$ cat config.mk
export PLATFORM = sky130hd
export DESIGN_NAME = rxdata_flat
export DESIGN_NICKNAME = d
export VERILOG_FILES = /design/src/rtl/rxdata_if.sv /design/src/rtl/rxdata.sv /design/src/flat_wrapper.sv
export SDC_FILE = /design/constraint.sdc
export NUM_CORES = 1
export LEC_CHECK = 0
export CAP_MARGIN = 10
export CORE_MARGIN = 4
export CORE_UTILIZATION = 60
export DETAILED_ROUTE_END_ITERATION = 10
export HOLD_SLACK_MARGIN = 0.02
export PLACE_DENSITY = 0.9
export SYNTH_ARGS = -nofsm -noshare
export SYNTH_HDL_FRONTEND = slang
export SYNTH_SLANG_ARGS = --single-unit
$ cat constraint.sdc
create_clock -name i_clk -period 4.99 [get_ports i_clk]
set_input_delay 0.998 -clock i_clk [delete_from_list [all_inputs] [get_ports i_clk]]
set_output_delay 0.998 -clock i_clk [all_outputs]
set_load 0.02 [all_outputs]
$ cat src/rtl/rxdata_if.sv
// Serial input and decoded-word outputs of the rxdata receiver.
// The slave side is the receiver itself; the master side is whoever drives the line and consumes words.
interface rxdata_if;
  logic        i_uart_rx;
  logic        o_stb;
  logic [31:0] o_data;
  logic        o_err;

  modport master (output i_uart_rx, input o_stb, o_data, o_err);
  modport slave  (input i_uart_rx, output o_stb, o_data, o_err);
endinterface

$ cat src/rtl/rxdata.sv
// 8N1 UART receiver plus a line parser that turns "0x" + 8 hex digits + CR LF into one 32-bit word.
// Malformed characters and bad stop bits produce a one-cycle error pulse instead of a word.
module rxdata #(
  parameter int CLOCKS_PER_BAUD = 868
) (
  input logic     i_clk,
  input logic     i_reset,
  rxdata_if.slave bus
);

  localparam logic [23:0] HALF_M1 = 24'(CLOCKS_PER_BAUD / 2 - 1);
  localparam logic [23:0] FULL_M1 = 24'(CLOCKS_PER_BAUD - 1);

  typedef enum logic [1:0] {RX_IDLE, RX_START, RX_DATA, RX_STOP} rx_state_t;
  typedef enum logic [2:0] {P_ZERO, P_X, P_DIG, P_CR, P_LF} p_state_t;

  logic        rx_meta, rx;
  rx_state_t   rx_state, rx_state_next;
  logic [23:0] baud_cnt, baud_cnt_next;
  logic [2:0]  bit_cnt, bit_cnt_next;
  logic [7:0]  shift, shift_next;
  logic        byte_stb, byte_stb_next;
  logic        frame_err, frame_err_next;

  p_state_t    p_state, p_state_next;
  logic [31:0] acc, acc_next;
  logic [2:0]  dig_cnt, dig_cnt_next;
  logic [31:0] data_r, data_next;
  logic        stb_r, stb_next;
  logic        err_r, err_next;
  logic [4:0]  hex;

  assign bus.o_stb  = stb_r;
  assign bus.o_data = data_r;
  assign bus.o_err  = err_r;

  // Returns {valid, nibble} for an ASCII hex digit of either case.
  function automatic logic [4:0] hex_decode(input logic [7:0] c);
    logic [4:0] r;
    r = 5'b0;
    if (c >= 8'h30 && c <= 8'h39)      r = {1'b1, 4'(c - 8'h30)};
    else if (c >= 8'h61 && c <= 8'h66) r = {1'b1, 4'(c - 8'h57)};
    else if (c >= 8'h41 && c <= 8'h46) r = {1'b1, 4'(c - 8'h37)};
    return r;
  endfunction

  // The serial line is asynchronous; both flops idle high so reset never looks like a start bit.
  always_ff @(posedge i_clk) begin
    if (i_reset) begin
      rx_meta <= 1'b1;
      rx      <= 1'b1;
    end else begin
      rx_meta <= bus.i_uart_rx;
      rx      <= rx_meta;
    end
  end

  always_ff @(posedge i_clk) begin
    if (i_reset) begin
      rx_state  <= RX_IDLE;
      baud_cnt  <= 24'd0;
      bit_cnt   <= 3'd0;
      shift     <= 8'd0;
      byte_stb  <= 1'b0;
      frame_err <= 1'b0;
    end else begin
      rx_state  <= rx_state_next;
      baud_cnt  <= baud_cnt_next;
      bit_cnt   <= bit_cnt_next;
      shift     <= shift_next;
      byte_stb  <= byte_stb_next;
      frame_err <= frame_err_next;
    end
  end

  // Every bit is sampled when the counter reaches zero; the first load of half a baud centres the samples.
  always_comb begin
    rx_state_next  = rx_state;
    baud_cnt_next  = baud_cnt;
    bit_cnt_next   = bit_cnt;
    shift_next     = shift;
    byte_stb_next  = 1'b0;
    frame_err_next = 1'b0;
    case (rx_state)
      RX_IDLE: begin
        if (!rx) begin
          baud_cnt_next = HALF_M1;
          rx_state_next = RX_START;
        end
      end
      RX_START: begin
        if (baud_cnt != 24'd0) begin
          baud_cnt_next = baud_cnt - 24'd1;
        end else if (rx) begin
          rx_state_next = RX_IDLE;
        end else begin
          baud_cnt_next = FULL_M1;
          bit_cnt_next  = 3'd0;
          rx_state_next = RX_DATA;
        end
      end
      RX_DATA: begin
        if (baud_cnt != 24'd0) begin
          baud_cnt_next = baud_cnt - 24'd1;
        end else begin
          shift_next    = {rx, shift[7:1]};
          baud_cnt_next = FULL_M1;
          bit_cnt_next  = bit_cnt + 3'd1;
          if (bit_cnt == 3'd7) rx_state_next = RX_STOP;
        end
      end
      RX_STOP: begin
        if (baud_cnt != 24'd0) begin
          baud_cnt_next = baud_cnt - 24'd1;
        end else begin
          byte_stb_next  = rx;
          frame_err_next = !rx;
          rx_state_next  = RX_IDLE;
        end
      end
      default: rx_state_next = RX_IDLE;
    endcase
  end

  always_ff @(posedge i_clk) begin
    if (i_reset) begin
      p_state <= P_ZERO;
      acc     <= 32'd0;
      dig_cnt <= 3'd0;
      data_r  <= 32'd0;
      stb_r   <= 1'b0;
      err_r   <= 1'b0;
    end else begin
      p_state <= p_state_next;
      acc     <= acc_next;
      dig_cnt <= dig_cnt_next;
      data_r  <= data_next;
      stb_r   <= stb_next;
      err_r   <= err_next;
    end
  end

  // A bad byte that happens to be '0' can still open a new line, so it resynchronises straight to P_X.
  always_comb begin
    p_state_next = p_state;
    acc_next     = acc;
    dig_cnt_next = dig_cnt;
    data_next    = data_r;
    stb_next     = 1'b0;
    err_next     = 1'b0;
    hex          = hex_decode(shift);
    if (frame_err) begin
      err_next     = 1'b1;
      p_state_next = P_ZERO;
    end else if (byte_stb) begin
      case (p_state)
        P_ZERO: if (shift == 8'h30) p_state_next = P_X;
        P_X: begin
          if (shift == 8'h78) begin
            acc_next     = 32'd0;
            dig_cnt_next = 3'd0;
            p_state_next = P_DIG;
          end else begin
            err_next     = 1'b1;
            p_state_next = (shift == 8'h30) ? P_X : P_ZERO;
          end
        end
        P_DIG: begin
          if (hex[4]) begin
            acc_next     = {acc[27:0], hex[3:0]};
            dig_cnt_next = dig_cnt + 3'd1;
            if (dig_cnt == 3'd7) p_state_next = P_CR;
          end else begin
            err_next     = 1'b1;
            p_state_next = (shift == 8'h30) ? P_X : P_ZERO;
          end
        end
        P_CR: begin
          if (shift == 8'h0D) begin
            p_state_next = P_LF;
          end else begin
            err_next     = 1'b1;
            p_state_next = (shift == 8'h30) ? P_X : P_ZERO;
          end
        end
        P_LF: begin
          if (shift == 8'h0A) begin
            data_next    = acc;
            stb_next     = 1'b1;
            p_state_next = P_ZERO;
          end else begin
            err_next     = 1'b1;
            p_state_next = (shift == 8'h30) ? P_X : P_ZERO;
          end
        end
        default: p_state_next = P_ZERO;
      endcase
    end
  end

endmodule

$ cat src/flat_wrapper.sv
// flat-port wrapper written by rule: the top's interface ports become plain ports
module rxdata_flat 
#(
  parameter int CLOCKS_PER_BAUD = 868
)
  (i_clk, i_reset, bus_i_uart_rx, bus_o_stb, bus_o_data, bus_o_err);
  rxdata_if bus_i ();
  input logic i_clk;
  input logic i_reset;
  input wire logic [$bits(bus_i.i_uart_rx)-1:0] bus_i_uart_rx;
  output wire logic [$bits(bus_i.o_stb)-1:0] bus_o_stb;
  output wire logic [$bits(bus_i.o_data)-1:0] bus_o_data;
  output wire logic [$bits(bus_i.o_err)-1:0] bus_o_err;
  assign bus_i.i_uart_rx = bus_i_uart_rx;
  assign bus_o_stb = bus_i.o_stb;
  assign bus_o_data = bus_i.o_data;
  assign bus_o_err = bus_i.o_err;
  rxdata #(.CLOCKS_PER_BAUD(CLOCKS_PER_BAUD)) u_core (.i_clk(i_clk), .i_reset(i_reset), .bus(bus_i));
endmodule
## Yosys cells after proc, flatten, opt, wreduce, memory -nomap -nowiden

Cells that the tools add are included.

| cells by class | value |
|---|---|
| add/subtract/negate cells | 6 |
| $lt $le $gt $ge | 6 |
| eq/ne operators | 25 |
| multiplexer cells | 42 |
| bitwise logic cells | 5 |
| reduce and logical (&&, ||, !) cells | 19 |

Operator list:

| cell | number |
|---|---|
| $mux 24 | 5 |
| $pmux 24 s4 | 1 |
| $mux 32 | 2 |
| $pmux 32 s2 | 1 |
| $mux 3 | 11 |
| $reduce_bool 24->1 | 1 |
| $sub 24x1->24 const B | 1 |
| $eq 8x4->1 const B | 2 |
| $ge 8x7->1 const B | 2 |
| $le 8x7->1 const B | 2 |
| $mux 5 | 3 |
| $pmux 3 s5 | 1 |
| $mux 2 | 6 |
| $pmux 3 s2 | 2 |
| $ne 2x1->1 const B | 5 |
| $ne 2x2->1 const B | 5 |
| $reduce_and 5->1 | 2 |
| $eq 3x3->1 const B | 3 |
| $eq 8x6->1 const B | 1 |
| $eq 8x7->1 const B | 1 |
| $ge 8x6->1 const B | 1 |
| $le 8x6->1 const B | 1 |
| $mux 1 | 8 |
| $pmux 2 s4 | 1 |
| other kinds (21) | 35 |

| storage, ports and cells | value |
|---|---|
| bits in registers | 113 |
| input bits | 3 |
| output and inout bits | 34 |
| logic and storage cells | 117 |

## Depth between registers and ports, before layout

Gate-level depths: netlist (run 1).

| depth | value |
|---|---|
| depth in word-level cells | 9 |
| depth in mapped cells | 10 |

## Least setup slack after synthesis (run 1)

OpenSTA, ideal clock, no wires.

| path | value |
|---|---|
| path kind | reg-to-reg |
| start | reg u_core.baud_cnt[0] |
| end | reg u_core.baud_cnt[22] |
| library setup time | 0.121 ns |
| arrival | 2.129 ns |
| required time | 4.869 ns |
| slack | 2.740 ns |
| stages on the path, launching flop included | 9 |
| buffers on the path | 0 |
| cells stage by stage | dfxtp_1 inv_1 ha_1 or4b_2 nor3_2 nor2b_1 a31oi_1 o21ai_0 o21ai_1 |

| between the ends | value |
|---|---|
| longest elaborated chain between the ends | 3 |
| elaborated cells between the ends (all ways) | 9 |
| classes of those cells | add/sub (1); eq/ne (2); mux (4); reduce/logical (2) |

RTL lines:

| element | line | source |
|---|---|---|
| start: declaration | rxdata.sv:19 | `logic [23:0] baud_cnt, baud_cnt_next;` |
| start signal: assignment | rxdata.sv:68 | `baud_cnt <= baud_cnt_next;` |
| $sub 24x1->24 or $reduce_bool 24->1 (tied branches) | -- |  |
| $mux 24 (tied with other cells) | rxdata.sv:113 | `if (baud_cnt != 24'd0) begin` |
| $pmux 24 s4 or $reduce_and 3->1 (tied branches) | -- |  |

Parallel ways exist; a longest one is shown, timed or not. The select of a mux whose other input is x is not followed.
A chain may end at the register's enable or synchronous reset.

## Final worst setup path (run 1)

| path | value |
|---|---|
| start | reg u_core.shift[0] |
| end | reg u_core.dig_cnt[0] |

| between the ends | value |
|---|---|
| longest elaborated chain between the ends | 7 |
| elaborated cells between the ends (all ways) | 16 |
| classes of those cells | order compare (6); eq/ne (3); mux (3); reduce/logical (4) |

RTL lines:

| element | line | source |
|---|---|---|
| start: declaration | rxdata.sv:21 | `logic [7:0] shift, shift_next;` |
| start signal: assignment | rxdata.sv:70 | `shift <= shift_next;` |
| $ge 8x7->1 or $le 8x7->1 (tied branches) | rxdata.sv:43 | `else if (c >= 8'h41 && c <= 8'h46) r = {1'b1, 4'(c - 8'h37)};` |
| $logic_and 1x1->1 | rxdata.sv:43 |  |
| $mux 5 | rxdata.sv:43 |  |
| $mux 5 | rxdata.sv:42 | `else if (c >= 8'h61 && c <= 8'h66) r = {1'b1, 4'(c - 8'h57)};` |
| $mux 5 | rxdata.sv:41 | `if (c >= 8'h30 && c <= 8'h39) r = {1'b1, 4'(c - 8'h30)};` |
| $ne 2x1->1 (no line) | -- |  |
| $reduce_and 5->1 (no line) (*) | -- |  |
| end signal: assignment | rxdata.sv:136 | `dig_cnt <= dig_cnt_next;` |
| end: declaration | rxdata.sv:27 | `logic [2:0] dig_cnt, dig_cnt_next;` |

Every way passes the cells marked *; elsewhere a longest branch is shown, timed or not.

==> results by stage, run 1 <==
Worst setup path:
- On the worst path, the slowest cell contributes a delay of about 0.95 ns.
- The critical path is of the reg -> reg type.
- Traced cell by cell, the critical path runs through inv_1, ha_1, nor3b_1, nor4_1, a21oi_1, nor2_1, and3_1, mux2_2.
- The required time at the worst-slack endpoint is between 5 and 6 ns.
- In this run the register-to-register setup slack is 2.07 ns.
- STA classifies the critical path endpoint as a flip-flop.
- At the worst endpoint, the arrival time is approximately 3.4 ns.
- The critical path's slowest cell is sky130_fd_sc_hd__and3_1.
- Along the worst path, the maximum fanout reaches 33.
- The startpoint kind of the worst setup timing path is a flip-flop.

Synthesis:
- Counting flops with a built-in enable in the synthesized netlist gives 0.
- Of the synthesized area, sequential elements account for a little under half.
- The number of warning messages in the yosys log is 0.
- A synthesized cell averages 8.49 um2.
- The net count of the mapped netlist is 591.
- The synthesized netlist occupies a cell area of between 4000 and 5000 um2.
- Synthesis produced a netlist whose cell count is about 570.
- Counting flops and latches in the post-synthesis netlist gives ~110.
- The predominant post-synthesis flop cell is sky130_fd_sc_hd__dfxtp_1.
- The count of distinct cell types in the synthesized netlist is 59.
- The fraction of registers with async set or reset after synthesis is 0%.

Min path:
- The path class of the lowest-slack min-delay path is reg -> reg.

Clock network:
- After clock tree synthesis, the clock-pin slew on the worst setup and hold paths is ~0.06 ns.
- The root buffer cell is sky130_fd_sc_hd__clkbuf_8.
- TritonCTS built the clock tree.
- Hold repair after CTS inserted 0 buffers.
- The number of post-CTS setup repair buffers is 0.
- For the worst-skew pair, the clock arrives at the later sink with an insertion delay of 0.52 ns.
- The total number of clock tree sinks is 113.
- The number of H-tree branching levels is 4.
- The post-cts repair resize count is 0.
- Counting the buffers created by CTS gives 17.
- Counting along the longest clock path gives a buffer depth of 2.

Timing:
- Summed over all failing endpoints, the final setup total negative slack is 0 ns.
- Setup violations remaining at the end of the flow were counted as 0.
- The slew at the pin closest to its max-slew limit is between 1 and 1.5 ns.
- In the finished design, the share of the clock period the worst path needs comes to 58.5%.
- The number of hold-slack violations in the final timing report is 0.
- Timing would allow up to between 0.3 and 0.4 GHz.
- The total count of max-transition violations in the final report was 0.
- After layout, the minimum clock period comes to slightly below 3 ns.
- The worst clock skew is roughly 0.0074 ns.
- The worst slew margin relative to its limit is 23.6%.
- Setup repair after global routing left no endpoint under its margin.

Global route:
- The overall track demand over capacity in global routing is between 20% and 30%.
- In the global route stage, met2 resource usage came out at 42.8%.
- Global routing consumed, on the met1 layer, between 20 and 30% of the routing resources.
- The number of global-route vias before repair is 4309.
- The number of antenna violations at the first check in global routing was 0.
- The maximum number of pins on one net before global-route repair is 43.
- The remaining global-route overflow is 0.
- The global routing met3 resource utilization is ~6.6%.
- The first-pass GRT wire length is 20000 um.
- The busiest layer in global routing is met2.

Drt:
- Before antenna repair, the detailed router went through 5 iterations.
- The violation count after the first detailed-route iteration is between 300 and 400.
- Once detail routing completed, the nets flagged for antenna violations numbered 0.
- After detailed routing, the number of remaining DRC violations is 0.
- The average vias per placed instance is between 6 and 7.
- The total routed wirelength is ~12000 um.
- After detailed routing, the average wire length per cell comes to 16.5 um.
- The total number of vias is roughly 4400.

Layout:
- Cells with a size suffix above 1 make up about 8.1% of the layout.
- The area overhead of the layout relative to synthesis is 19.6%.
- The repair_antennas step left the layout with diodes totalling 0.
- The net count of the finished layout is 619.
- Fill cells in the final layout number ~540.

Floorplanning:
- In this run the horizontal extent of the chip is approximately 100 um.
- The number of placement rows is 32.
- The die outline area is 9610 um2.
- The vertical die dimension is approximately 98 um.
- The core region area is around 8000 um2.
- The top-level port count is 37.
- The initial core utilization is 62.3%.

Pwr:
- After layout, the design draws a total of 2600 uW.
- The leakage power is about 0.0021 uW.
- VDD sags by at most 0.000326 V.
- The power density over the cells is around 450 nW/um2.

Status:
- The run finished with clean final reports.

Job:
- Max-cap violations in this run came to 0.

Placed design:
- The HPWL after detailed placement is around 7400 um.
- At the end of routability-driven placement, the weighted congestion stood at ~0.87.
- Port buffering added 36 buffers.
## through the flow
stage / instance area, um2 / hold WS (ns) / utilization, % / worst slack (ns) / std cells
global route: 5820 / 0.430 / 74.6 / 1.80 / 716
detailed placement: 5230 / 0.393 / 67.0 / 2.14 / 684
global placement: 5230 / 0.391 / 67.0 / 2.26 / 684
floorplan: 4870 / 0.389 / - / 2.74 / 573
CTS: 5820 / 0.406 / 74.6 / 2.09 / 716
finish: 5820 / 0.406 / 74.6 / 2.07 / 716
## worst paths after layout
check             startpoint  depth (start not counted)                end
max          u_core.shift[0]                          8  u_core.dig_cnt[0]
min           u_core.rx_meta                          1          u_core.rx
max reg2reg  u_core.shift[0]                          8  u_core.dig_cnt[0]
min reg2reg   u_core.rx_meta                          1          u_core.rx
## sequential cells by signal, indices dropped and copies added, names as in the netlist, named ones only
signal             flops
u_core.rx_state        1
u_core.rx              1
u_core.dig_cnt         3
u_core.bus.o_data     32
u_core.baud_cnt       24
u_core.acc            32
u_core.bit_cnt         3
u_core.rx_meta         1
u_core.byte_stb        1
u_core.bus.o_stb       1
u_core.frame_err       1
u_core.bus.o_err       1
u_core.shift           8
u_core.p_state         3
## final cells by class
cell class	count	area, um2	area share [%]
tap	102	128	2.19
timing repair buffer	40	385	6.62
inverter	14	52.6	0.903
clock buffer	17	414	7.12
sequential	113	2260	38.9
multi-input combinational	415	2400	41.3
clock inverter	15	175	3.01
## critical path: cells and delay by family (launching register included)
kind	cells	cell delay (ns)
muxes	1	0.30
adders and majority gates	1	0.24
buffers and inverters	1	0.12
and+or+nand+nor	4	1.59
DFF	1	0.47
AOI/OAI and AO/OA	1	0.14
## layout by cell type (no fill, tap or decap), drive strengths merged, types with 3 or more instances in the layout
master         Yosys  routed
a21oi             65      65
a22o              33      33
a31oi             10      10
and3               3       3
buf               13       5
clkbuf            18      17
clkdlybuf4s50      0      35
clkinv             0       4
clkinvlp           0       3
dfxtp            113     113
ha                15      15
inv               14      20
mux2i              3       3
nand2            104     104
nand2b             3       3
nand3              8       8
nand4             13      13
nor2              38      38
nor2b              3       3
nor3              17      17
nor3b              3       3
nor4               5       5
o21ai             39      39
o31ai              5       5
or3                4       4
or4                4       4
## cell families after synthesis
kind of cell	after synthesis	share of synthesized area (%)
simple gates	218	21.4
compound gates	174	22.4
flops	113	46.5
buf+inv	45	4.19
fa+ha+maj	15	3.86
mux	5	1.08
xor+xnor	3	0.540
## synth_stat cells (4+ instances only)
master                       n  area [um2]
sky130_fd_sc_hd__buf_2      10        50.1
sky130_fd_sc_hd__o21ai_0    36         180
sky130_fd_sc_hd__a21oi_1    65         325
sky130_fd_sc_hd__a31oi_1    10        62.6
sky130_fd_sc_hd__ha_1       15         188
sky130_fd_sc_hd__inv_1      14        52.6
sky130_fd_sc_hd__o31ai_1     5        37.5
sky130_fd_sc_hd__nor2_1     38         143
sky130_fd_sc_hd__a22o_1     33         289
sky130_fd_sc_hd__nor3_1     15        75.1
sky130_fd_sc_hd__nand4_1    12        75.1
sky130_fd_sc_hd__clkbuf_1   18        67.6
sky130_fd_sc_hd__or3_1       4        25.0
sky130_fd_sc_hd__nand2_1   104         390
sky130_fd_sc_hd__nor4_1      5        31.3
sky130_fd_sc_hd__dfxtp_1   113        2260
sky130_fd_sc_hd__nand3_1     8        40.0
## report_power, final
| part | internal, uW | switching, uW | total [uW] | leakage, uW |
|---|---|---|---|---|
| Combinational | 134 | 318 | 452 | 0.000945 |
| Clock | 725 | 462 | 1190 | 0.000280 |
| Sequential | 927 | 35.2 | 963 | 0.000912 |
| Total | 1790 | 816 | 2600 | 0.00214 |
## layer usage
metal	vias to the layer above	wire length (um)	share of wire (%)
met1	2100	4950	42
met3	32	717	6.1
met5	-	0	0
met4	0	279	2.4
li1	2121	-	-
met2	168	5860	50
Note: power is estimated with default switching activity, not from simulation.
==> inputs of run 2 (changes only) <==
Settings changed: CORE_UTILIZATION 60 to 58, PLACE_DENSITY 0.9 to 0.87.
Clock period 4.99 ns to 2.8 ns, I/O delays scaled along.
==> run 2 against run 1 <==
Compared with the run above: first-iteration DRC count fell by 32%; clock-buffer cell count did not move; clock power rose by 75%; non-clock buffer count rose by 9; sequential share of layout area fell by 0.41 points; utilization fell by 2.6 points; flip-flop and latch count did not move; wire length fell by 3.7%; cell area rose by 1.1%.
==> results by stage, run 2 (synthesis gave the netlist of run 1 again) <==
Layout:
- The multi-input logic area is 2410 um2 (was 2400 um2).
- The number of antenna diodes is 0 (unchanged).
- Top library cells by usage in the layout, fill and taps aside: 113 x sky130_fd_sc_hd__dfxtp_1, 104 x sky130_fd_sc_hd__nand2_1, 64 x sky130_fd_sc_hd__a21oi_1 (unchanged).
- The most frequent standard cell in the layout excluding fill and tap cells is sky130_fd_sc_hd__dfxtp_1 (unchanged).
- The sequential standard cell area is 2260 um2 (unchanged).
- The fraction of layout instances using a drive strength above 1 is 9.47% (was 8.14%).
- The number of cells in the finished layout apart from fillers came to 728 (was 716).
- The net count of the finished layout is 628 (was 619).
- The area overhead of the layout relative to synthesis is 20.9% (was 19.6%).
- The number of filler cells placed in the layout is 606 (was 537).

Timing:
- The count of endpoints failing setup in the final report is 0 (unchanged).
- The worst hold margin is 0.410 ns (was 0.406 ns).
- The setup slack of the critical path after layout is 0.233 ns (was 2.07 ns).
- The worst slew margin relative to its limit was 58.3% (was 23.6%).
- The number of hold-slack violations in the final timing report is 0 (unchanged).
- The worst clock skew came to 0.00676 ns (was 0.00738 ns).
- The post-route setup TNS is 0 ns (unchanged).
- The upper clock frequency limit is 0.390 GHz (was 0.343 GHz).
- The slew at the pin closest to its max-slew limit is 0.625 ns (was 1.14 ns).
- Unrepaired setup endpoints after global routing: no (unchanged).
- The fraction of the cycle the final worst path needs came to 91.7% (was 58.5%).
- The total count of max-transition violations in the final report is 0 (unchanged).
- The time the worst path needs with I/O delays and setup is 2.57 ns (was 2.92 ns).

Placed design:
- The quantity of I/O buffers inserted on ports is 36 (unchanged).
- The worst slack after detailed placement is 0.354 ns (was 2.14 ns).
- The final RePlAce weighted congestion is 0.978 (was 0.875).
- The HPWL after detailed placement came to 7520 um (was 7360 um).
- The number of placed instances, taps included is 696 (was 684).

Min path:
- The path class of the lowest-slack min-delay path is reg -> reg (unchanged).
- The startpoint of the tightest hold check path is u_core.rx_meta (unchanged).
- The end of the worst hold path is u_core.rx (unchanged).
- The cell depth of the worst hold path is 1 (unchanged).

Global route:
- The first-pass GRT wire length is 19200 um (was 20000 um).
- The number of antenna violations at the first check in global routing is 0 (unchanged).
- The maximum number of pins on one net before global-route repair was 34 (was 43).
- The overall track demand over capacity in global routing is 23.8% (was 25.0%).
- The remaining global-route overflow came to 0 (unchanged).
- The number of global-route vias before repair is 4254 (was 4309).

Pwr:
- The net switching fraction of the power is 32.3% (was 31.3%).
- The leakage power is 0.00219 uW (was 0.00214 uW).
- The power share of the clock group is 44.8% (was 45.6%).
- The power share of the combinational group is 18.4% (was 17.4%).
- The internal cell power is 3150 uW (was 1790 uW).
- The proportion of power drawn by flip-flops and latches is 36.8% (was 37.0%).
- The power density over the cells is 790 nW/um2 (was 447 nW/um2).
- The total power is 4650 uW (was 2600 uW).
- The worst-case vdd ir drop is 0.000593 V (was 0.000326 V).
- The net load switching power came to 1500 uW (was 816 uW).

Clock network:
- The number of buffers inserted during clock tree synthesis was 17 (unchanged).
- The number of post-CTS setup repair buffers is 0 (unchanged).
- The clock-pin slew on the worst setup and hold paths came to 0.06 ns (about the same).
- The total number of clock tree sinks was 113 (unchanged).
- The quantity of hold-fixing buffers added after cts was 0 (unchanged).
- The root buffer cell is sky130_fd_sc_hd__clkbuf_8 (unchanged).
- The worst-skew pair later-pin latency came to 0.52 ns (about the same).
- The largest buffer count on any clock path came to 2 (unchanged).
- The post-cts repair resize count is 0 (unchanged).
- The clock tree from TritonCTS is done (unchanged).
- The number of H-tree branching levels is 4 (unchanged).

Worst setup path:
- The endpoint of the worst-slack reg-to-reg timing path is u_core.dig_cnt[0] (unchanged).
- The element type at the critical path end is a flip-flop (unchanged).
- The required time at the worst-slack endpoint was 3.26 ns (was 5.45 ns).
- The minimum setup slack among reg-to-reg paths came to 0.23 ns (was 2.07 ns).
- The critical path class is reg -> reg (unchanged).
- The depth of the worst register-to-register path is 9 (was 8).
- The startpoint kind of the worst setup timing path is a flip-flop (unchanged).
- The arrival time at the worst endpoint is 3.03 ns (was 3.38 ns).
- The startpoint of the worst-slack reg-to-reg timing path is u_core.shift[0] (unchanged).
- The largest fanout of any net on the critical path is 33 (unchanged).

Drt:
- The wire length on met2 is 5680 um (was 5860 um).
- The total routed wirelength came to 11400 um (was 11800 um).
- The detail-routed net length per standard cell is 15.6 um (was 16.5 um).
- The total number of vias is 4399 (was 4421).
- The violation count after the first detailed-route iteration was 248 (was 365).
- The highest layer used for signal routing was met4 (unchanged).
- The average vias per placed instance is 6.04 (was 6.17).
- The DRC violation count after routing is 0 (unchanged).
- The number of antenna-violating nets in the routed design is 0 (unchanged).
- The met1 wire length was 4780 um (was 4950 um).
- The length of the first detailed-routing pass in iterations is 5 (unchanged).
- The routed length on met3 came to 624 um (was 717 um).

Floorplanning:
- The number of placement rows is 33 (was 32).
- The initial core utilization is 59.5% (was 62.3%).
- The vertical die dimension was 99.6 um (was 98.1 um).
- The die outline area is 9920 um2 (was 9610 um2).
- The core region area was 8180 um2 (was 7810 um2).
- The top-level port count is 37 (unchanged).
- The horizontal die dimension is 99.6 um (was 98.1 um).

Status:
- Outcome: finished, final reports clean (unchanged).

Job:
- The number of max-cap violations was 0 (unchanged).
run 2: cell count changes in the layout (fill, tap and decap cells not counted):
cell,delta
sky130_fd_sc_hd__buf_4,+9
sky130_fd_sc_hd__bufinv_16,-1
sky130_fd_sc_hd__clkinv_4,-4
sky130_fd_sc_hd__clkinvlp_4,-1
sky130_fd_sc_hd__inv_6,+4
sky130_fd_sc_hd__inv_8,+2
sky130_fd_sc_hd__nor3_2,-1
sky130_fd_sc_hd__nor3_4,+1
run 2: how the worst max path moves through the flow:
| stage | startpoint | endpoint | slack (ns) |
|---|---|---|---|
| global placement | u_core.shift[0] | u_core.dig_cnt[0] | 0.41 |
| global route | u_core.shift[0] | u_core.acc[16] | 0.04 |
| finish | u_core.shift[0] | u_core.dig_cnt[0] | 0.23 |
| floorplan | u_core.baud_cnt[0] | u_core.baud_cnt[22] | 0.55 |
| detailed placement | u_core.shift[0] | u_core.dig_cnt[0] | 0.35 |
| CTS | u_core.shift[0] | u_core.dig_cnt[0] | 0.29 |
run 2: per-layer routing:
layer / track usage (%) / up-vias
met5: 0 / -
met4: 11.7 / 0
met3: 6.45 / 37
met2: 41.2 / 167
met1: 27.1 / 2055
li1: - / 2140
run 2: area by class of cell:
class / count / area share, %
clock buffer: 17 / 7.04
multi-input combinational: 415 / 41.0
sequential: 113 / 38.5
timing repair buffer: 49 / 7.70
inverter: 14 / 0.893
clock inverter: 15 / 2.72
tap: 105 / 2.23
run 2: power groups by stage:
stage | registers [uW] | logic (uW) | clock network, uW
final | 1710 | 854 | 2080
after global routing | 1720 | 935 | 2190
after global placement | 1740 | 789 | 0
after floorplan | 1730 | 610 | 0
after CTS | 1710 | 830 | 2100
after detailed placement | 1740 | 820 | 0
run 2: worst max-delay path, cell delays in order, from the launching register on:
cell and delay [ns]:
sky130_fd_sc_hd__dfxtp_1 0.49, sky130_fd_sc_hd__inv_1 0.12, sky130_fd_sc_hd__ha_1 0.25, sky130_fd_sc_hd__nor3b_1 0.16
sky130_fd_sc_hd__nor4_1 0.33, sky130_fd_sc_hd__a21oi_1 0.14, sky130_fd_sc_hd__nor2_1 0.25, sky130_fd_sc_hd__and3_1 0.22
sky130_fd_sc_hd__buf_4 0.32, sky130_fd_sc_hd__mux2_2 0.22
run 2: metrics by stage:
| step | utilization [%] | instance area (um2) |
|---|---|---|
| 3_5_place_dp | 64.9 | 5310 |
| 5_1_grt | 72.0 | 5880 |
| 2_1_floorplan | - | 4870 |
| 4_1_cts | 72.0 | 5880 |
| 3_3_place_gp | 64.9 | 5310 |
| 6_report | 72.0 | 5880 |
==> inputs of run 3 (changes only) <==
Settings changed: CORE_MARGIN 4 to 2, CTS_CLUSTER_DIAMETER from default to 60.
==> run 3 against run 2 <==
Compared with the run above: clock power about the same; die area decreased by 7.9%; fmax increased by 4.3%; cell count increased by 0.41%; first-iteration DRC count increased by 8.5%.
==> results by stage, run 3 (synthesis gave the netlist of run 1 again) <==
Min path:
- The path class of the lowest-slack min-delay path is in -> reg (was reg -> reg).

Drt:
- The violation count after the first detailed-route iteration came to 269 (was 248).
- The total number of vias was 4423 (was 4399).
- The routed length on met3 was 522 um (was 624 um).
- The average vias per placed instance is 6.05 (was 6.04).
- The highest layer used for signal routing is met4 (unchanged).
- The DRC violation count after routing was 0 (unchanged).
- The wire length on met2 is 5750 um (was 5680 um).
- The met1 wire length was 4850 um (was 4780 um).
- The number of antenna-violating nets in the routed design is 0 (unchanged).
- The total routed wirelength is 11500 um (was 11400 um).
- The length of the first detailed-routing pass in iterations came to 5 (unchanged).
- The detail-routed net length per standard cell was 15.7 um (was 15.6 um).

Pwr:
- The internal cell power was 3150 uW (about the same).
- The leakage power came to 0.00221 uW (was 0.00219 uW).
- The worst-case vdd ir drop is 0.000477 V (was 0.000593 V).
- The net load switching power came to 1510 uW (was 1500 uW).
- The proportion of power drawn by flip-flops and latches came to 36.7% (was 36.8%).
- The power density over the cells was 789 nW/um2 (was 790 nW/um2).
- The net switching fraction of the power is 32.4% (was 32.3%).
- The power share of the combinational group came to 18.3% (was 18.4%).
- The power share of the clock group is 45.0% (was 44.8%).

Layout:
- The fraction of layout instances using a drive strength above 1 came to 9.90% (was 9.47%).
- Top library cells by usage in the layout, fill and taps aside: 113 x sky130_fd_sc_hd__dfxtp_1, 104 x sky130_fd_sc_hd__nand2_1, 64 x sky130_fd_sc_hd__a21oi_1 (unchanged).
- The end-of-flow core utilization is 72.2% (was 72.0%).
- The number of antenna diodes was 0 (unchanged).
- The number of cells in the finished layout apart from fillers is 731 (was 728).
- The most frequent standard cell in the layout excluding fill and tap cells is sky130_fd_sc_hd__dfxtp_1 (unchanged).
- The area overhead of the layout relative to synthesis is 21.4% (was 20.9%).
- The net count of the finished layout was 631 (was 628).
- The number of filler cells placed in the layout is 606 (unchanged).
- The summed area of non-filler cells in the final layout is 5910 um2 (was 5880 um2).

Clock network:
- The number of post-CTS setup repair buffers is 0 (unchanged).
- The worst-skew pair later-pin latency was 0.52 ns (about the same).
- The clock tree from TritonCTS was done (unchanged).
- The number of H-tree branching levels is 4 (unchanged).
- The root buffer cell is sky130_fd_sc_hd__clkbuf_8 (unchanged).
- The quantity of hold-fixing buffers added after cts is 0 (unchanged).
- The total number of clock tree sinks is 113 (unchanged).
- The largest buffer count on any clock path came to 2 (unchanged).
- The post-cts repair resize count was 0 (unchanged).
- The clock-pin slew on the worst setup and hold paths is 0.06 ns (about the same).
- The number of buffers inserted during clock tree synthesis is 17 (unchanged).

Floorplanning:
- The horizontal die dimension was 95.6 um (was 99.6 um).
- The vertical die dimension is 95.6 um (was 99.6 um).
- The number of placement rows is 33 (unchanged).
- The die outline area is 9140 um2 (was 9920 um2).
- The core region area came to 8180 um2 (unchanged).
- The initial core utilization was 59.5% (unchanged).
- The top-level port count is 37 (unchanged).

Placed design:
- The HPWL after detailed placement is 7280 um (was 7520 um).
- The cell area after placement is 5330 um2 (was 5310 um2).
- The final RePlAce weighted congestion is 0.986 (was 0.978).
- The number of placed instances, taps included is 699 (was 696).
- The quantity of I/O buffers inserted on ports is 36 (unchanged).

Timing:
- The worst hold margin is 0.387 ns (was 0.410 ns).
- The post-route setup TNS is 0 ns (unchanged).
- The number of hold-slack violations in the final timing report is 0 (unchanged).
- The fraction of the cycle the final worst path needs came to 87.9% (was 91.7%).
- The count of endpoints failing setup in the final report is 0 (unchanged).
- The slew at the pin closest to its max-slew limit is 0.617 ns (was 0.625 ns).
- The total count of max-transition violations in the final report was 0 (unchanged).
- The worst slew margin relative to its limit is 58.6% (was 58.3%).
- Unrepaired setup endpoints after global routing: no (unchanged).
- The time the worst path needs with I/O delays and setup came to 2.46 ns (was 2.57 ns).
- The upper clock frequency limit came to 0.406 GHz (was 0.390 GHz).
- The worst clock skew came to 0.00692 ns (was 0.00676 ns).

Worst setup path:
- The arrival time at the worst endpoint is 2.86 ns (was 3.03 ns).
- The critical path's slowest cell was sky130_fd_sc_hd__dfxtp_1 (unchanged).
- The delay of the slowest cell on the worst path is 0.41 ns (was 0.49 ns).
- The startpoint kind of the worst setup timing path is a flip-flop (unchanged).
- Cell-by-cell trace of the critical path: inv_1, ha_1, o21bai_1, nor2_1, o21ai_1, buf_4, a31oi_1, o21ai_0, o31ai_1 (was inv_1, ha_1, nor3b_1, nor4_1, a21oi_1, nor2_1, and3_1, buf_4, mux2_2).
- The critical path class is reg -> reg (unchanged).
- The element type at the critical path end is a flip-flop (unchanged).
- The required time at the worst-slack endpoint came to 3.20 ns (was 3.26 ns).
- The largest fanout of any net on the critical path is 10 (was 33).

Global route:
- The maximum number of pins on one net before global-route repair is 34 (unchanged).
- The remaining global-route overflow is 0 (unchanged).
- The overall track demand over capacity in global routing is 26.5% (was 23.8%).
- The first-pass GRT wire length is 18900 um (was 19200 um).
- The number of antenna violations at the first check in global routing is 0 (unchanged).
- The number of global-route vias before repair came to 4150 (was 4254).

Status:
- Outcome: finished, final reports clean (unchanged).

Job:
- The number of max-cap violations was 0 (unchanged).
## run 3: critical path, delay by kind of cell (launching register included)
kind	cells	cell delay [ns]
AOI/OAI and AO/OA	5	1.01
adders and majority gates	1	0.36
DFF	1	0.41
buffers and inverters	2	0.40
and+or+nand+nor	1	0.16
## run 3: area by class of cell
type	count	area, um2	area share [%]
multi-input cells	415	2410	40.8
flip-flops and latches	113	2260	38.3
repair buffers	52	475	8.05
clock buffers	17	414	7.01
clock inverters	15	160	2.71
well taps	105	131	2.22
inverters	14	52.6	0.890
## run 3: power groups by stage
| stage | registers (uW) | logic [uW] | clock network [uW] |
|---|---|---|---|
| 2_1_floorplan | 1730 | 610 | 0 |
| 3_3_place_gp | 1740 | 800 | 0 |
| 3_5_place_dp | 1740 | 815 | 0 |
| 4_1_cts | 1710 | 828 | 2120 |
| 5_1_grt | 1720 | 933 | 2190 |
| 6_report | 1710 | 852 | 2100 |
## run 3: final timing paths
path,from,endpoint,slack (ns),cells past startpoint
worst max-delay path,u_core.rx_state[0],u_core.baud_cnt[17],0.34,9
worst min-delay path,i_reset,u_core.baud_cnt[5],0.39,2
worst max register to register,u_core.rx_state[0],u_core.baud_cnt[17],0.34,9
worst min register to register,u_core.rx_meta,u_core.rx,0.41,1
## run 3: per-stage QoR
stage	power [uW]	setup WS, ns
5_1_grt	4840	0.150
2_1_floorplan	2340	0.550
3_3_place_gp	2540	0.486
3_5_place_dp	2560	0.402
4_1_cts	4660	0.397
6_report	4660	0.339
## run 3: metal layers
layer | up-vias | global-route usage (%)
met5 | - | 0
met4 | 0 | 13.7
met3 | 34 | 6.01
met2 | 143 | 45.3
met1 | 2096 | 30.8
li1 | 2150 | -
